File: src/rtl/cla_pkg.sv
// Shared types and sizing helpers for the chunked carry look-ahead adder.
package cla_pkg;

  typedef enum logic [1:0] {
    IDLE = 2'd0,
    RUN  = 2'd1,
    DONE = 2'd2
  } state_t;

  // Chunk index width; a single-chunk build still needs a 1-bit index.
  function automatic int idx_width(input int n);
    return (n > 1) ? $clog2(n) : 1;
  endfunction

endpackage

File: src/rtl/cla_slice.sv
// Combinational CHUNK_W-bit carry look-ahead slice: PG generation plus
// fully flattened carries (every c[i+1] is a sum of products of g, p and ci).
module cla_slice #(
  parameter int CHUNK_W = 8
) (
  input  logic [CHUNK_W-1:0] x,
  input  logic [CHUNK_W-1:0] y,
  input  logic               ci,
  output logic [CHUNK_W-1:0] s,
  output logic               co
);

  logic [CHUNK_W-1:0] g_s;
  logic [CHUNK_W-1:0] p_s;
  logic [CHUNK_W:0]   c_s;

  assign g_s = x & y;
  assign p_s = x ^ y;

  // Look-ahead carries: c[i+1] = g[i] | p[i]g[i-1] | ... | p[i..0]ci
  always_comb begin
    logic term_s;
    logic acc_s;
    c_s = {(CHUNK_W+1){1'b0}};
    c_s[0] = ci;
    for (int i = 0; i < CHUNK_W; i++) begin
      term_s = ci;
      for (int k = 0; k <= i; k++) begin
        term_s = term_s & p_s[k];
      end
      acc_s = term_s;
      for (int j = 0; j <= i; j++) begin
        term_s = g_s[j];
        for (int k = j + 1; k <= i; k++) begin
          term_s = term_s & p_s[k];
        end
        acc_s = acc_s | term_s;
      end
      c_s[i+1] = acc_s;
    end
  end

  assign s  = p_s ^ c_s[CHUNK_W-1:0];
  assign co = c_s[CHUNK_W];

endmodule

File: src/rtl/cla_seq_adder.sv
// Multi-cycle wide adder: one CLA slice walked over NUM_CHUNKS chunks with a
// registered inter-chunk carry. Optional macro SUB_EN adds a 'sub' port (a-b).
module cla_seq_adder
  import cla_pkg::*;
#(
  parameter int CHUNK_W    = 8,
  parameter int NUM_CHUNKS = 4,
  localparam int TOTAL_W   = CHUNK_W * NUM_CHUNKS
) (
  input  logic               clk,
  input  logic               rst,
  input  logic               in_valid,
  output logic               in_ready,
  input  logic [TOTAL_W-1:0] a,
  input  logic [TOTAL_W-1:0] b,
  input  logic               cIn,
`ifdef SUB_EN
  input  logic               sub,
`endif
  output logic               out_valid,
  input  logic               out_ready,
  output logic [TOTAL_W-1:0] sum,
  output logic               cOut
);

  localparam int IDX_W = idx_width(NUM_CHUNKS);

  state_t             state_r;
  state_t             state_nxt_s;
  logic               in_ready_r;
  logic               out_valid_r;
  logic               in_ready_nxt_s;
  logic               out_valid_nxt_s;
  logic [TOTAL_W-1:0] a_r;
  logic [TOTAL_W-1:0] b_r;
  logic [TOTAL_W-1:0] sum_r;
  logic               carry_r;
  logic               cout_r;
  logic [IDX_W-1:0]   idx_r;
  logic               last_s;
  logic               accept_s;
  logic [CHUNK_W-1:0] x_s;
  logic [CHUNK_W-1:0] y_s;
  logic [CHUNK_W-1:0] slice_sum_s;
  logic               slice_co_s;

  assign accept_s = in_valid && in_ready_r;
  assign last_s   = (idx_r == IDX_W'(NUM_CHUNKS - 1));
  assign x_s      = a_r[idx_r*CHUNK_W +: CHUNK_W];
  assign y_s      = b_r[idx_r*CHUNK_W +: CHUNK_W];

  cla_slice #(.CHUNK_W(CHUNK_W)) u_slice (
    .x  (x_s),
    .y  (y_s),
    .ci (carry_r),
    .s  (slice_sum_s),
    .co (slice_co_s)
  );

  // State register; handshake outputs are registered alongside the state.
  always_ff @(posedge clk) begin
    if (rst) begin
      state_r     <= IDLE;
      in_ready_r  <= 1'b1;
      out_valid_r <= 1'b0;
    end else begin
      state_r     <= state_nxt_s;
      in_ready_r  <= in_ready_nxt_s;
      out_valid_r <= out_valid_nxt_s;
    end
  end

  // Next-state logic.
  always_comb begin
    state_nxt_s = state_r;
    case (state_r)
      IDLE: begin
        if (accept_s) begin
          state_nxt_s = RUN;
        end else begin
          state_nxt_s = IDLE;
        end
      end
      RUN: begin
        if (last_s) begin
          state_nxt_s = DONE;
        end else begin
          state_nxt_s = RUN;
        end
      end
      DONE: begin
        if (out_valid_r && out_ready) begin
          state_nxt_s = IDLE;
        end else begin
          state_nxt_s = DONE;
        end
      end
      default: state_nxt_s = IDLE;
    endcase
  end

  // Output decode, evaluated on the next state so the outputs leave a flop.
  always_comb begin
    in_ready_nxt_s  = 1'b0;
    out_valid_nxt_s = 1'b0;
    case (state_nxt_s)
      IDLE:    in_ready_nxt_s  = 1'b1;
      RUN:     in_ready_nxt_s  = 1'b0;
      DONE:    out_valid_nxt_s = 1'b1;
      default: in_ready_nxt_s  = 1'b0;
    endcase
  end

  // Datapath: operand latch on accept, one chunk per RUN cycle, hold in DONE.
  always_ff @(posedge clk) begin
    if (rst) begin
      a_r     <= {TOTAL_W{1'b0}};
      b_r     <= {TOTAL_W{1'b0}};
      sum_r   <= {TOTAL_W{1'b0}};
      carry_r <= 1'b0;
      cout_r  <= 1'b0;
      idx_r   <= {IDX_W{1'b0}};
    end else begin
      case (state_r)
        IDLE: begin
          if (accept_s) begin
            a_r   <= a;
            idx_r <= {IDX_W{1'b0}};
`ifdef SUB_EN
            b_r     <= sub ? ~b : b;
            carry_r <= sub ? 1'b1 : cIn;
`else
            b_r     <= b;
            carry_r <= cIn;
`endif
          end
        end
        RUN: begin
          sum_r[idx_r*CHUNK_W +: CHUNK_W] <= slice_sum_s;
          carry_r <= slice_co_s;
          idx_r   <= idx_r + IDX_W'(1);
          if (last_s) begin
            cout_r <= slice_co_s;
          end
        end
        DONE: begin
          sum_r  <= sum_r;
          cout_r <= cout_r;
        end
        default: begin
          idx_r <= {IDX_W{1'b0}};
        end
      endcase
    end
  end

  assign in_ready  = in_ready_r;
  assign out_valid = out_valid_r;
  assign sum       = sum_r;
  assign cOut      = cout_r;

endmodule
File: config.mk
export PLATFORM = sky130hd
export DESIGN_NAME = cla_seq_adder
export DESIGN_NICKNAME = d
export VERILOG_FILES = /design/src/rtl/cla_pkg.sv /design/src/rtl/cla_slice.sv /design/src/rtl/cla_seq_adder.sv
export SDC_FILE = /design/constraint.sdc
export NUM_CORES = 1
export LEC_CHECK = 0
export BUFFER_PORTS_ARGS = -buffer_cell sky130_fd_sc_hd__buf_2
export CAP_MARGIN = 10
export CORE_ASPECT_RATIO = 0.8
export CORE_MARGIN = 2
export CORE_UTILIZATION = 40
export CTS_CLUSTER_DIAMETER = 120
export DETAILED_ROUTE_END_ITERATION = 12
export PLACE_DENSITY = 0.74
export SLEW_MARGIN = 20
export SYNTH_ARGS = -nofsm -noshare
export SYNTH_HDL_FRONTEND = slang
export SYNTH_SLANG_ARGS = --single-unit
File: constraint.sdc
create_clock -name clk -period 4.5 [get_ports clk]
set_clock_uncertainty 0.15 [all_clocks]
set_input_delay 0.225 -clock clk [delete_from_list [all_inputs] [get_ports clk]]
set_output_delay 0.225 -clock clk [all_outputs]
set_load 0.05 [all_outputs]
=== After elaboration in Yosys (flattened, before gate mapping) ===
Index checks and enable logic that the tools add are counted.

* Add/subtract/negate cells: 2
* Eq/ne operators: 5
* Shift-type cells: 4
* Mux-type cells: 11
* Bitwise gates (word level): 76
* Reduce and logical (&&, ||, !) cells: 9

{| class="wikitable"
|+ Operators by type and width
! operator !! number
|-
| $shiftx A32 B6 Y8 || 2
|-
| $and A1 B1 Y1 || 36
|-
| $or A1 B1 Y1 || 36
|-
| $neg A5 Y34 || 1
|-
| $shift A8 B34 Y32 const A || 1
|-
| $shiftx A8 B34 Y32 || 1
|-
| $bwmux W32 || 1
|-
| $xor A8 B8 Y8 || 2
|-
| $pmux W2 S3 || 2
|-
| $and A8 B8 Y8 || 1
|-
| $reduce_and A2 Y1 || 4
|-
| $eq A2 B2 Y1 const B || 3
|-
| $mux W2 || 3
|-
| $logic_not A2 Y1 || 2
|-
| $mux W1 || 4
|-
| $add A2 B1 Y2 const B || 1
|-
| $eq A2 B1 Y1 const B || 1
|-
| $logic_and A1 B1 Y1 || 2
|-
| $ne A2 B2 Y1 const B || 1
|-
| $pmux W1 S2 || 1
|-
| $reduce_bool A2 Y1 || 1
|-
| $not A1 Y1 || 1
|}

* Flip-flop bits (word level): 104
* Bits of input ports: 69
* Output and inout port bits: 35
* Word-level logic and storage cells: 116

=== Longest topological paths before layout ===
Gate-level depths: netlist of the first run.

* Word-level depth: 19
* Mapped depth: 9
* Mapped depth without buffers: 7

=== Hierarchy ===
A second synthesis of the first run with hierarchy kept.

* Cells, all modules: 515
* Area total of the unflattened synthesis: 4578.1 µm²

{| class="wikitable"
|+ Modules (own cells, without submodules)
! module !! times used !! cells an instance !! area each (µm²)
|-
| cla_seq_adder || 1 || 476 || 4250.3
|-
| cla_slice || 1 || 39 || 327.8
|}

=== Worst setup path before layout of the first run ===
OpenSTA, ideal clock, no wires.

* Kind: reg2reg
* Start point: reg idx_r[0]
* End point: reg sum_r[13] (netlist: sum[13])
* Library setup time: 0.101 ns
* Arrival: 2.809 ns
* Required time: 4.249 ns
* Slack: 1.440 ns
* Cell stages (with the launch flop): 9
* Path buffers: 1
* Path through: dfxtp_1 -> buf_1 -> mux4_2 -> ha_1 -> ha_1 -> o211ai_1 -> a21o_2 -> o211ai_1 -> o41ai_1

* Longest elaborated chain between the ends: 19

{| class="wikitable"
|+ RTL lines
! what !! line !! RTL
|-
| start, declared || cla_seq_adder.sv:39 || <nowiki>logic [IDX_W-1:0] idx_r;</nowiki>
|-
| start signal, assigned || cla_seq_adder.sv:122 || <nowiki>idx_r <= {IDX_W{1'b0}};</nowiki>
|-
| start signal, assigned || cla_seq_adder.sv:128 || <nowiki>idx_r <= {IDX_W{1'b0}};</nowiki>
|-
| start signal, assigned || cla_seq_adder.sv:141 || <nowiki>idx_r <= idx_r + IDX_W'(1);</nowiki>
|-
| $shiftx A32 B6 Y8 (on tied branches) || cla_seq_adder.sv:49, cla_seq_adder.sv:50 ||
|-
| $xor A8 B8 Y8 || cla_slice.sv:18 || <nowiki>assign p_s = x ^ y;</nowiki>
|-
| $and A1 B1 Y1 (7 in a row) || cla_slice.sv:29 || <nowiki>term_s = term_s & p_s[k];</nowiki>
|-
| $or A1 B1 Y1 (7 in a row) || cla_slice.sv:37 || <nowiki>acc_s = acc_s | term_s;</nowiki>
|-
| $xor A8 B8 Y8 || cla_slice.sv:43 || <nowiki>assign s = p_s ^ c_s[CHUNK_W-1:0];</nowiki>
|-
| $shiftx A8 B34 Y32 || cla_seq_adder.sv:139 || <nowiki>sum_r[idx_r*CHUNK_W +: CHUNK_W] <= slice_sum_s;</nowiki>
|-
| $bwmux W32 (*) || cla_seq_adder.sv:139 ||
|-
| end signal, assigned || cla_seq_adder.sv:119 || <nowiki>sum_r <= {TOTAL_W{1'b0}};</nowiki>
|-
| end signal, assigned by index || cla_seq_adder.sv:139 ||
|-
| end signal, assigned || cla_seq_adder.sv:147 || <nowiki>sum_r <= sum_r;</nowiki>
|-
| end, declared || cla_seq_adder.sv:36 || <nowiki>logic [TOTAL_W-1:0] sum_r;</nowiki>
|}

Mark *: on every way between the ends. The rest lies on a longest branch, timed or not.
A chain may end at the register's enable or synchronous reset.

=== Worst setup path in the final report of the first run ===
* Start point: reg idx_r[0]
* End point: reg sum_r[21] (netlist: sum[21])

The elaborated chain is that of the path after synthesis.

==> results of run 1 <==
==> per-stage QoR <==
stage | utilization, % | area, um^2 | worst slack [ns] | std cells | hold WS [ns]
2_1_floorplan | - | 4612 | 1.440 | 525 | 0.2110
3_3_place_gp | 45.54 | 5185 | 1.121 | 745 | 0.2905
3_5_place_dp | 45.54 | 5185 | 0.9573 | 745 | 0.2951
4_1_cts | 53.93 | 6141 | 0.9345 | 821 | 0.0006366
5_1_grt | 54.22 | 6173 | 0.6848 | 824 | 0.01964
6_report | 54.22 | 6173 | 0.9527 | 824 | 0.01498
==> power by group <==
part | switching [mW] | internal [mW] | total [mW] | leakage [nW]
clock network | 0.337 | 0.576 | 0.913 | 0.173
logic | 0.191 | 0.145 | 0.336 | 1.51
registers | 0.0322 | 0.965 | 0.997 | 0.847
==> layout make-up <==
class / count / share of cell area [%]
inverter: 4 / 0.2432
antenna: 1 / 0.04054
clock buffer: 12 / 4.155
sequential: 104 / 33.73
timing repair buffer: 168 / 18.81
tap: 148 / 3.000
clock inverter: 4 / 1.601
multi-input combinational: 383 / 38.43
==> critical path: cells and delay by family, from the launching register on <==
| family | cells | cell delay (ns) |
|---|---|---|
| muxes | 1 | 0.53 |
| AOI/OAI and AO/OA | 4 | 1.09 |
| DFF | 1 | 0.92 |
| adders and majority gates | 1 | 0.39 |
| buffers and inverters | 1 | 0.33 |
==> final timing paths <==
path	from	slack [ns]	depth (start not counted)	to
setup / recovery	idx_r[0]	0.95	7	sum[21]
hold / removal	b[30]	0.01	3	b_r[30]
setup reg to reg	idx_r[0]	0.95	7	sum[21]
hold reg to reg	sum[5]	0.30	2	sum[5]
==> metal layers <==
metal / track usage, % / vias to the layer above
met1: 26.86 / 2082
met3: 4.602 / 25
met4: 8.124 / 0
met2: 38.08 / 155
met5: 0 / -
li1: - / 2146
==> flip-flops by register name, summed over array words and instances, names as in the netlist <==
name / cells
a_r: 32
b_r: 32
cOut: 1
carry_r: 1
idx_r: 2
in_ready: 1
out_valid: 1
state_r: 2
sum: 32
==> repair_timing <==
action | in CTS | in global routing
endpoints found under the hold margin | 60 | 2
hold buffers | 60 | 2
resized for setup | 0 | 0
endpoints found under the setup margin | 0 | 0
==> cell families (layout without fill, tap and decap cells) <==
kind of cell | after synthesis | in the layout | share of synthesized area [%]
AO/OA/AOI/OAI | 137 | 137 | 18.50
adder cells (fa/ha/maj) | 16 | 16 | 4.504
multiplexers | 17 | 17 | 8.058
other | 0 | 1 | 0
AND/OR/NAND/NOR | 211 | 211 | 19.80
buffers and inverters | 38 | 188 | 3.608
flip-flops | 104 | 104 | 45.14
XOR/XNOR | 2 | 2 | 0.3799
==> cell usage in the layout (no fill, tap or decap), drive strengths merged, types with 2 or more instances in the layout <==
cell type	Yosys	routed
nand2	147	147
buf	20	106
dfxtp	104	104
a21oi	82	82
dlygate4sd3	0	62
nor2	23	23
mux4	16	16
ha	15	15
clkbuf	14	12
a22oi	9	9
o21ai	9	9
a32oi	8	8
or3	7	7
nor3	6	6
nand3	5	5
nand4	5	5
inv	4	5
nand2b	4	4
a2111oi	4	4
a22o	4	4
o41ai	4	4
a21o	4	4
or3b	3	3
bufinv	0	3
nand3b	3	3
o211ai	2	2
nor2b	2	2
o31ai	2	2
xor2	2	2
nor4	2	2
==> metrics.cfg, run 1 <==
[setup_path]
critPathLaunchType=flop
worstSetupPathType=reg2reg
cp.arrival_ns=3.63
path_cells=buf_4 -> mux4_2 -> ha_1 -> a21oi_1 -> a21o_2 -> o211ai_1 -> o41ai_1
cpPeakStageDelay_ns=0.92
crit_path_end_kind=flop
required_ns=4.58
crit_fanout=18
cpMaxStageDelayCell=dfxtp_1

[die]
core_um2=11390
die_y_um=100.0
die_area_um2=12410
initial_core_util_pct=40.51
io_pins=104
num_rows=35
die_x_um=124.1

[synthesis]
synth_most_common_cell=nand2_1
synth_nets=610
synth_area_leader_cell=dfxtp_1
synthTopCellsByArea=dfxtp_1, nand2_1, a21oi_1
syn_area_um2=4612
synth_ff_type=dfxtp_1
synth.distinct_cells=50
synth-edff-count=0
ys_seq_elements=104
netlist_instances=525
yosys_warnings=0
ys_top_cells_by_count=nand2_1, dfxtp_1, a21oi_1, nor2_1, mux4_2
synthArstFlopShare_pct=0
ys_seq_area_share_pct=45.14
yosysTopAreaCellShare_pct=45.14
synth.avg_cell_area_um2=8.785

[global_routing]
grt_usage_pct=21.98
grt_pass1_vias=4342
grt-ovfl-total=0
grt_pass1_wl_um=21090
grt_max_degree=71
grt_antenna_before_repair=1

[placement]
dp_hpwl_um=8922
gp_congestion=0.9449
io_buffers=103

[clock_network]
postCtsSetupBuffers=0
cts-htree-levels=3
cts_sinks=104
cts_made_buffers=9
insertion_delay_ns=0.35
cts_root_buf=clkbuf_16
cts_tree=done
clock_path_buffers=2
clkTransAtPathRegs_ns=0.07

[routing]
wl_met2_um=6686
drt-pass1-iter-count=7
wl_met3_um=731
drt_iter0_drc=324
drc_errors=0
drtAntennaViolNets=0
met1Wirelength_um=5664
top_layer_used=met4
drt-total-wl_um=13400
drt-wirelength-per-cell_um=16.26
vias_per_cell=5.350
vias=4408

[pwr]
power_leakage_nw=2.532
power.total_mw=2.246
irDropWorstVdd_v=0.0002524
power_density_nw_per_um2=363.8

[flow_run]
cap_violations=0

[final_layout]
seq_area_um2=2082
fin_nets=755
drive_above_1_share_pct=21.93
fillers=1033
multi_input_area_um2=2372
area_delta_synth_final_pct=33.86

[timing]
hold_viol=0
worst_pin_slew_ns=0.9177
slew_viol_final=0
fin_tns_setup_ns=0
max_freq_mhz=281.9
fin_crit_ns=3.547
min_period_over_period_pct=78.83
finalSetupViolCount=0
rsz0062_at_grt=false
max-slew-margin-rel_pct=38.74

[status]
status=complete, no violations

[hold_path]
hp-class=in2reg

Note: power is estimated with default switching activity, not from simulation.
==> inputs of run 2 (changes only) <==
clock period = 3.6 ns   (was 4.5 ns; I/O delays follow)
==> metrics.cfg, run 2 (same netlist as run 1, synthesis figures left out) <==
[global_routing]
grt_pass1_vias=4220  ; -2.8%
grt-ovfl-total=0  ; unchanged
grt_pass1_wl_um=20710  ; -1.8%
grt_usage_pct=21.64  ; -0.34 points
grt_antenna_before_repair=0  ; -1
grt_max_degree=72  ; +1.4%

[timing]
worst_slack_ns=0.4234  ; -0.5293 ns
max-slew-margin-rel_pct=53.49  ; +15 points
rsz0062_at_grt=false
max_freq_mhz=314.8  ; +12%
min_period_over_period_pct=88.24  ; +9.4 points
finalSetupViolCount=0  ; unchanged
fin_tns_setup_ns=0  ; unchanged
worst_pin_slew_ns=0.6977  ; -0.2200 ns
slew_viol_final=0  ; unchanged
hold_viol=0  ; unchanged
fin_crit_ns=3.177  ; -0.3707 ns

[pwr]
irDropWorstVdd_v=0.0002443  ; -3.2%
power_density_nw_per_um2=431.2  ; +19%
p_seq_share_pct=46.8  ; +2.4 points
power_leakage_nw=2.538  ; +0.23%
combPwrFrac_pct=15.9  ; +0.9 points
intPower_mw=1.891  ; +12%
clkPwrFrac_pct=37.3  ; -3.3 points
switching_share_pct=28.98  ; +4.1 points
p_switching_uw=771.4  ; +38%
power.total_mw=2.662  ; +19%

[clock_network]
insertion_delay_ns=0.36  ; about the same
clock_path_buffers=2  ; unchanged
cts_tree=done
cts_root_buf=clkbuf_16
clkTransAtPathRegs_ns=0.08  ; about the same
cts-htree-levels=3  ; unchanged
cts_made_buffers=9  ; unchanged
cts_sinks=104  ; unchanged

[placement]
gp_congestion=0.9195  ; -2.7%
dp_slack_ns=0.2225  ; -0.7348 ns
dp_hpwl_um=8907  ; -0.17%
io_buffers=103  ; unchanged
post_dp_cell_area_um2=5207  ; +0.43%

[hold_path]
hp-class=in2reg
hold_depth=4  ; +1
hp-start=cIn

[final_layout]
drive_above_1_share_pct=22.47  ; +0.54 points
final_common_cell=nand2_1
postLayoutCellArea_um2=6175  ; about the same
fin_nets=761  ; +0.79%
num_antenna_cells=0  ; -1
final_util_pct=54.23  ; about the same
area_delta_synth_final_pct=33.88  ; about the same
mostFrequentLayoutCells=nand2_1, dfxtp_1, buf_2

[setup_path]
worstReg2RegStart=idx_r[0]
setup.worst_path.start=idx_r[0]
worstSetupPathType=reg2reg
critPathLaunchType=flop
cp.arrival_ns=3.27  ; -0.36 ns
required_ns=3.69  ; -0.89 ns
reg2reg_depth=7  ; unchanged
crit_fanout=10  ; -8
crit_path_end_kind=flop

[die]
io_pins=104  ; unchanged
num_rows=35  ; unchanged
initial_core_util_pct=40.51  ; unchanged
die_x_um=124.1  ; unchanged
die_area_um2=12410  ; unchanged
die_y_um=100.0  ; unchanged
core_um2=11390  ; unchanged

[routing]
drc_errors=0  ; unchanged
drt-wirelength-per-cell_um=15.97  ; -1.8%
drt_iter0_drc=327  ; +0.93%
drt-total-wl_um=13240  ; -1.2%
vias_per_cell=5.338  ; -0.22%
drt-pass1-iter-count=5  ; -2
drtAntennaViolNets=0  ; unchanged
vias=4425  ; +0.39%

[status]
status=complete, no violations

[flow_run]
cap_violations=0  ; unchanged

==> run 2: changes by cell type in the layout (fill, tap and decap cells not counted), moves of 2 or more <==
cell	before	now
dlygate4sd3_1	62	65
clkinv_8	0	2
clkbuf_8	2	0
buf_4	4	7
bufinv_16	3	0
inv_8	0	3
==> run 2: metal layers <==
layer	vias up	global-route usage (%)	wire length (um)	part of all wire (%)
met5	-	0	0	0
met4	0	6.914	235	1.8
met3	23	5.227	845	6.4
met2	154	36.95	6544	49
met1	2088	26.91	5618	42
li1	2160	-	-	-
==> run 2: metrics by stage <==
step | instances | hold WS, ns
2_1_floorplan | 525 | 0.1660
5_1_grt | 829 | 0.05483
6_report | 829 | 0.05182
4_1_cts | 829 | 0.04470
3_5_place_dp | 748 | 0.2776
3_3_place_gp | 748 | 0.2727
==> run 2: final cells by class <==
cell class                      instances  area, um^2
Inverter                                4       15.01
Clock inverter                          7       83.83
Sequential cell                       104        2083
Tap cell                              148       185.2
Fill cell                             982        5211
Timing Repair Buffer                  174        1214
Clock buffer                            9       225.2
Multi-Input combinational cell        383        2369
==> run 2: path summary, 6_finish.rpt <==
| check | to | slack (ns) |
|---|---|---|
| max | sum[13] | 0.42 |
| min | carry_r | 0.05 |
| max reg2reg | sum[13] | 0.42 |
| min reg2reg | sum[5] | 0.30 |
==> run 2: critical path, stage by stage (launching register included) <==
cell and delay [ns]:
dfxtp_2 0.55, buf_4 0.26, mux4_2 0.52, ha_1 0.38, a21oi_1 0.25, a21o_2 0.25
o211ai_1 0.22, o41ai_1 0.47
==> run 2: repair_timing <==
action | in CTS | in global routing
gates resized for setup | 0 | 1
hold buffers | 65 | 0
endpoints found under the setup margin | 0 | 1
endpoints found under the hold margin | 65 | 0
buffers inserted | 0 | 0
==> run 2: power by group through the flow <==
stage          registers, mW  logic (mW)  clock network, mW
2_1_floorplan           1.27       0.246                  0
5_1_grt                 1.25       0.464               1.05
6_report                1.24       0.424              0.993
3_3_place_gp            1.27       0.355                  0
4_1_cts                 1.24       0.416               1.01
3_5_place_dp            1.27       0.363                  0
==> inputs of run 3 (changes only) <==
REMOVE_ABC_BUFFERS = 1   (was not set)
==> metrics.cfg, run 3 (same netlist as run 1, synthesis figures left out) <==
[setup_path]
critPathLaunchType=flop
required_ns=3.64  ; -0.05 ns
worstReg2RegStart=idx_r[1]
cp.arrival_ns=3.15  ; -0.12 ns
worstSetupPathType=reg2reg
crit_path_end_kind=flop
cpMaxStageDelayCell=dfxtp_1
cpPeakStageDelay_ns=0.69  ; +0.14 ns
critical_path.most_common_cell=a21oi_1
crit_fanout=12  ; +2
path_cells=buf_4 -> mux4_2 -> ha_1 -> a21oi_1 -> a21oi_1 -> nor3_1 -> o41ai_1
setup.worst_path.start=idx_r[1]

[final_layout]
fin_cells=826  ; -0.36%
final_util_pct=53.99  ; -0.24 points
num_antenna_cells=0  ; unchanged
area_delta_synth_final_pct=33.29
postLayoutCellArea_um2=6147  ; -0.45%
fin_nets=758  ; -0.39%
drive_above_1_share_pct=21.98  ; -0.49 points
mostFrequentLayoutCells=nand2_1, dfxtp_1, buf_2
final_common_cell=nand2_1

[clock_network]
postCtsResizedCells=0  ; unchanged
cts_made_buffers=9  ; unchanged
postCtsSetupBuffers=0  ; unchanged
cts_tree=done
cts_hold_buffers=64  ; -1.5%
clock_path_buffers=2  ; unchanged
cts_sinks=104  ; unchanged
clkTransAtPathRegs_ns=0.07  ; about the same
insertion_delay_ns=0.35  ; about the same
cts_root_buf=clkbuf_16
cts-htree-levels=3  ; unchanged

[global_routing]
grt-ovfl-total=0  ; unchanged
grt_pass1_vias=4338  ; +2.8%
grt_use_met3_pct=4.602  ; -0.62 points
grt_max_degree=109  ; +51%
met1_usage_pct=27.54  ; +0.63 points
use_met2_pct=34.72  ; -2.2 points
grt-busiest-layer=met2
grt_pass1_wl_um=20560  ; -0.73%
grt_antenna_before_repair=0  ; unchanged
grt_usage_pct=21.16  ; -0.48 points

[routing]
drt-wirelength-per-cell_um=15.48  ; -3.1%
drc_errors=0  ; unchanged
drt-total-wl_um=12790  ; -3.5%
drt-pass1-iter-count=5  ; unchanged
drt_iter0_drc=340  ; +4.0%
drtAntennaViolNets=0  ; unchanged
vias_per_cell=5.312  ; -0.48%
vias=4388  ; -0.84%

[die]
die_area_um2=12410  ; unchanged
num_rows=35  ; unchanged
die_y_um=100.0  ; unchanged
initial_core_util_pct=40.51  ; unchanged
core_um2=11390  ; unchanged
die_x_um=124.1  ; unchanged
io_pins=104  ; unchanged

[placement]
dp_slack_ns=0.5703  ; +0.3479 ns
io_buffers=103  ; unchanged
post_dp_cell_area_um2=5195  ; -0.24%
place_inst=746  ; -0.27%
gp_congestion=0.9374  ; +1.9%
dp_hpwl_um=8557  ; -3.9%

[flow_run]
cap_violations=0  ; unchanged

[timing]
worst_slack_ns=0.4956  ; +0.07221 ns
rsz0062_at_grt=false
fin_crit_ns=3.104  ; -0.07221 ns
max_freq_mhz=322.1  ; +2.3%
hold_viol=0  ; unchanged
worst_pin_slew_ns=1.086  ; +0.3888 ns
max-slew-margin-rel_pct=27.57  ; -26 points
fin_tns_setup_ns=0  ; unchanged
worst_hold_slack_ns=0.01823  ; -0.03359 ns
slew_viol_final=0  ; unchanged
finalSetupViolCount=0  ; unchanged
min_period_over_period_pct=86.23  ; -2.0 points

[hold_path]
hp-start=out_ready
hp-class=in2reg

[status]
status=complete, no violations

[pwr]
power_leakage_nw=2.521  ; -0.67%
irDropWorstVdd_v=0.0002761  ; +13%
power.total_mw=2.668  ; +0.23%
power_density_nw_per_um2=434.1  ; +0.67%

-- run 3: cell types whose count changed in the layout (fill, tap and decap cells not counted), sizes merged --
cell	previous run	this run
clkbuf	9	12
inv	8	5
buf	109	107
clkinv	3	1
bufinv	0	1
clkinvlp	0	1
dlygate4sd3	65	64
-- run 3: area by class of cell --
type / instances / area, um^2
well taps: 148 / 185.2
inverters: 4 / 15.01
clock buffers: 12 / 256.5
flip-flops and latches: 104 / 2082
multi-input cells: 383 / 2369
repair buffers: 171 / 1189
fillers: 1053 / 5239
clock inverters: 4 / 51.30
-- run 3: worst paths after layout --
kind	to	slack (ns)	cells after the start
hold / removal	state_r[1]	0.02	4
setup reg to reg	sum[14]	0.50	7
hold reg to reg	b_r[23]	0.30	2
setup / recovery	sum[14]	0.50	7
-- run 3: report_power, final --
part	internal, mW	switching, mW
registers	1.21	0.0393
logic	0.184	0.234
clock network	0.579	0.426
total	1.97	0.699
-- run 3: critical path, delay by kind of cell, from the launching register on --
family / cells / cell delay (ns)
and+or+nand+nor: 1 / 0.52
muxes: 1 / 0.32
AOI/OAI and AO/OA: 3 / 0.57
DFF: 1 / 0.69
buffers and inverters: 1 / 0.29
adders and majority gates: 1 / 0.39
-- run 3: routing by layer --
| metal | vias to the layer above | part of all wire, % |
|---|---|---|
| li1 | 2157 | - |
| met1 | 2041 | 44 |
| met2 | 166 | 47 |
| met3 | 24 | 6.8 |
| met4 | 0 | 1.6 |
| met5 | - | 0 |
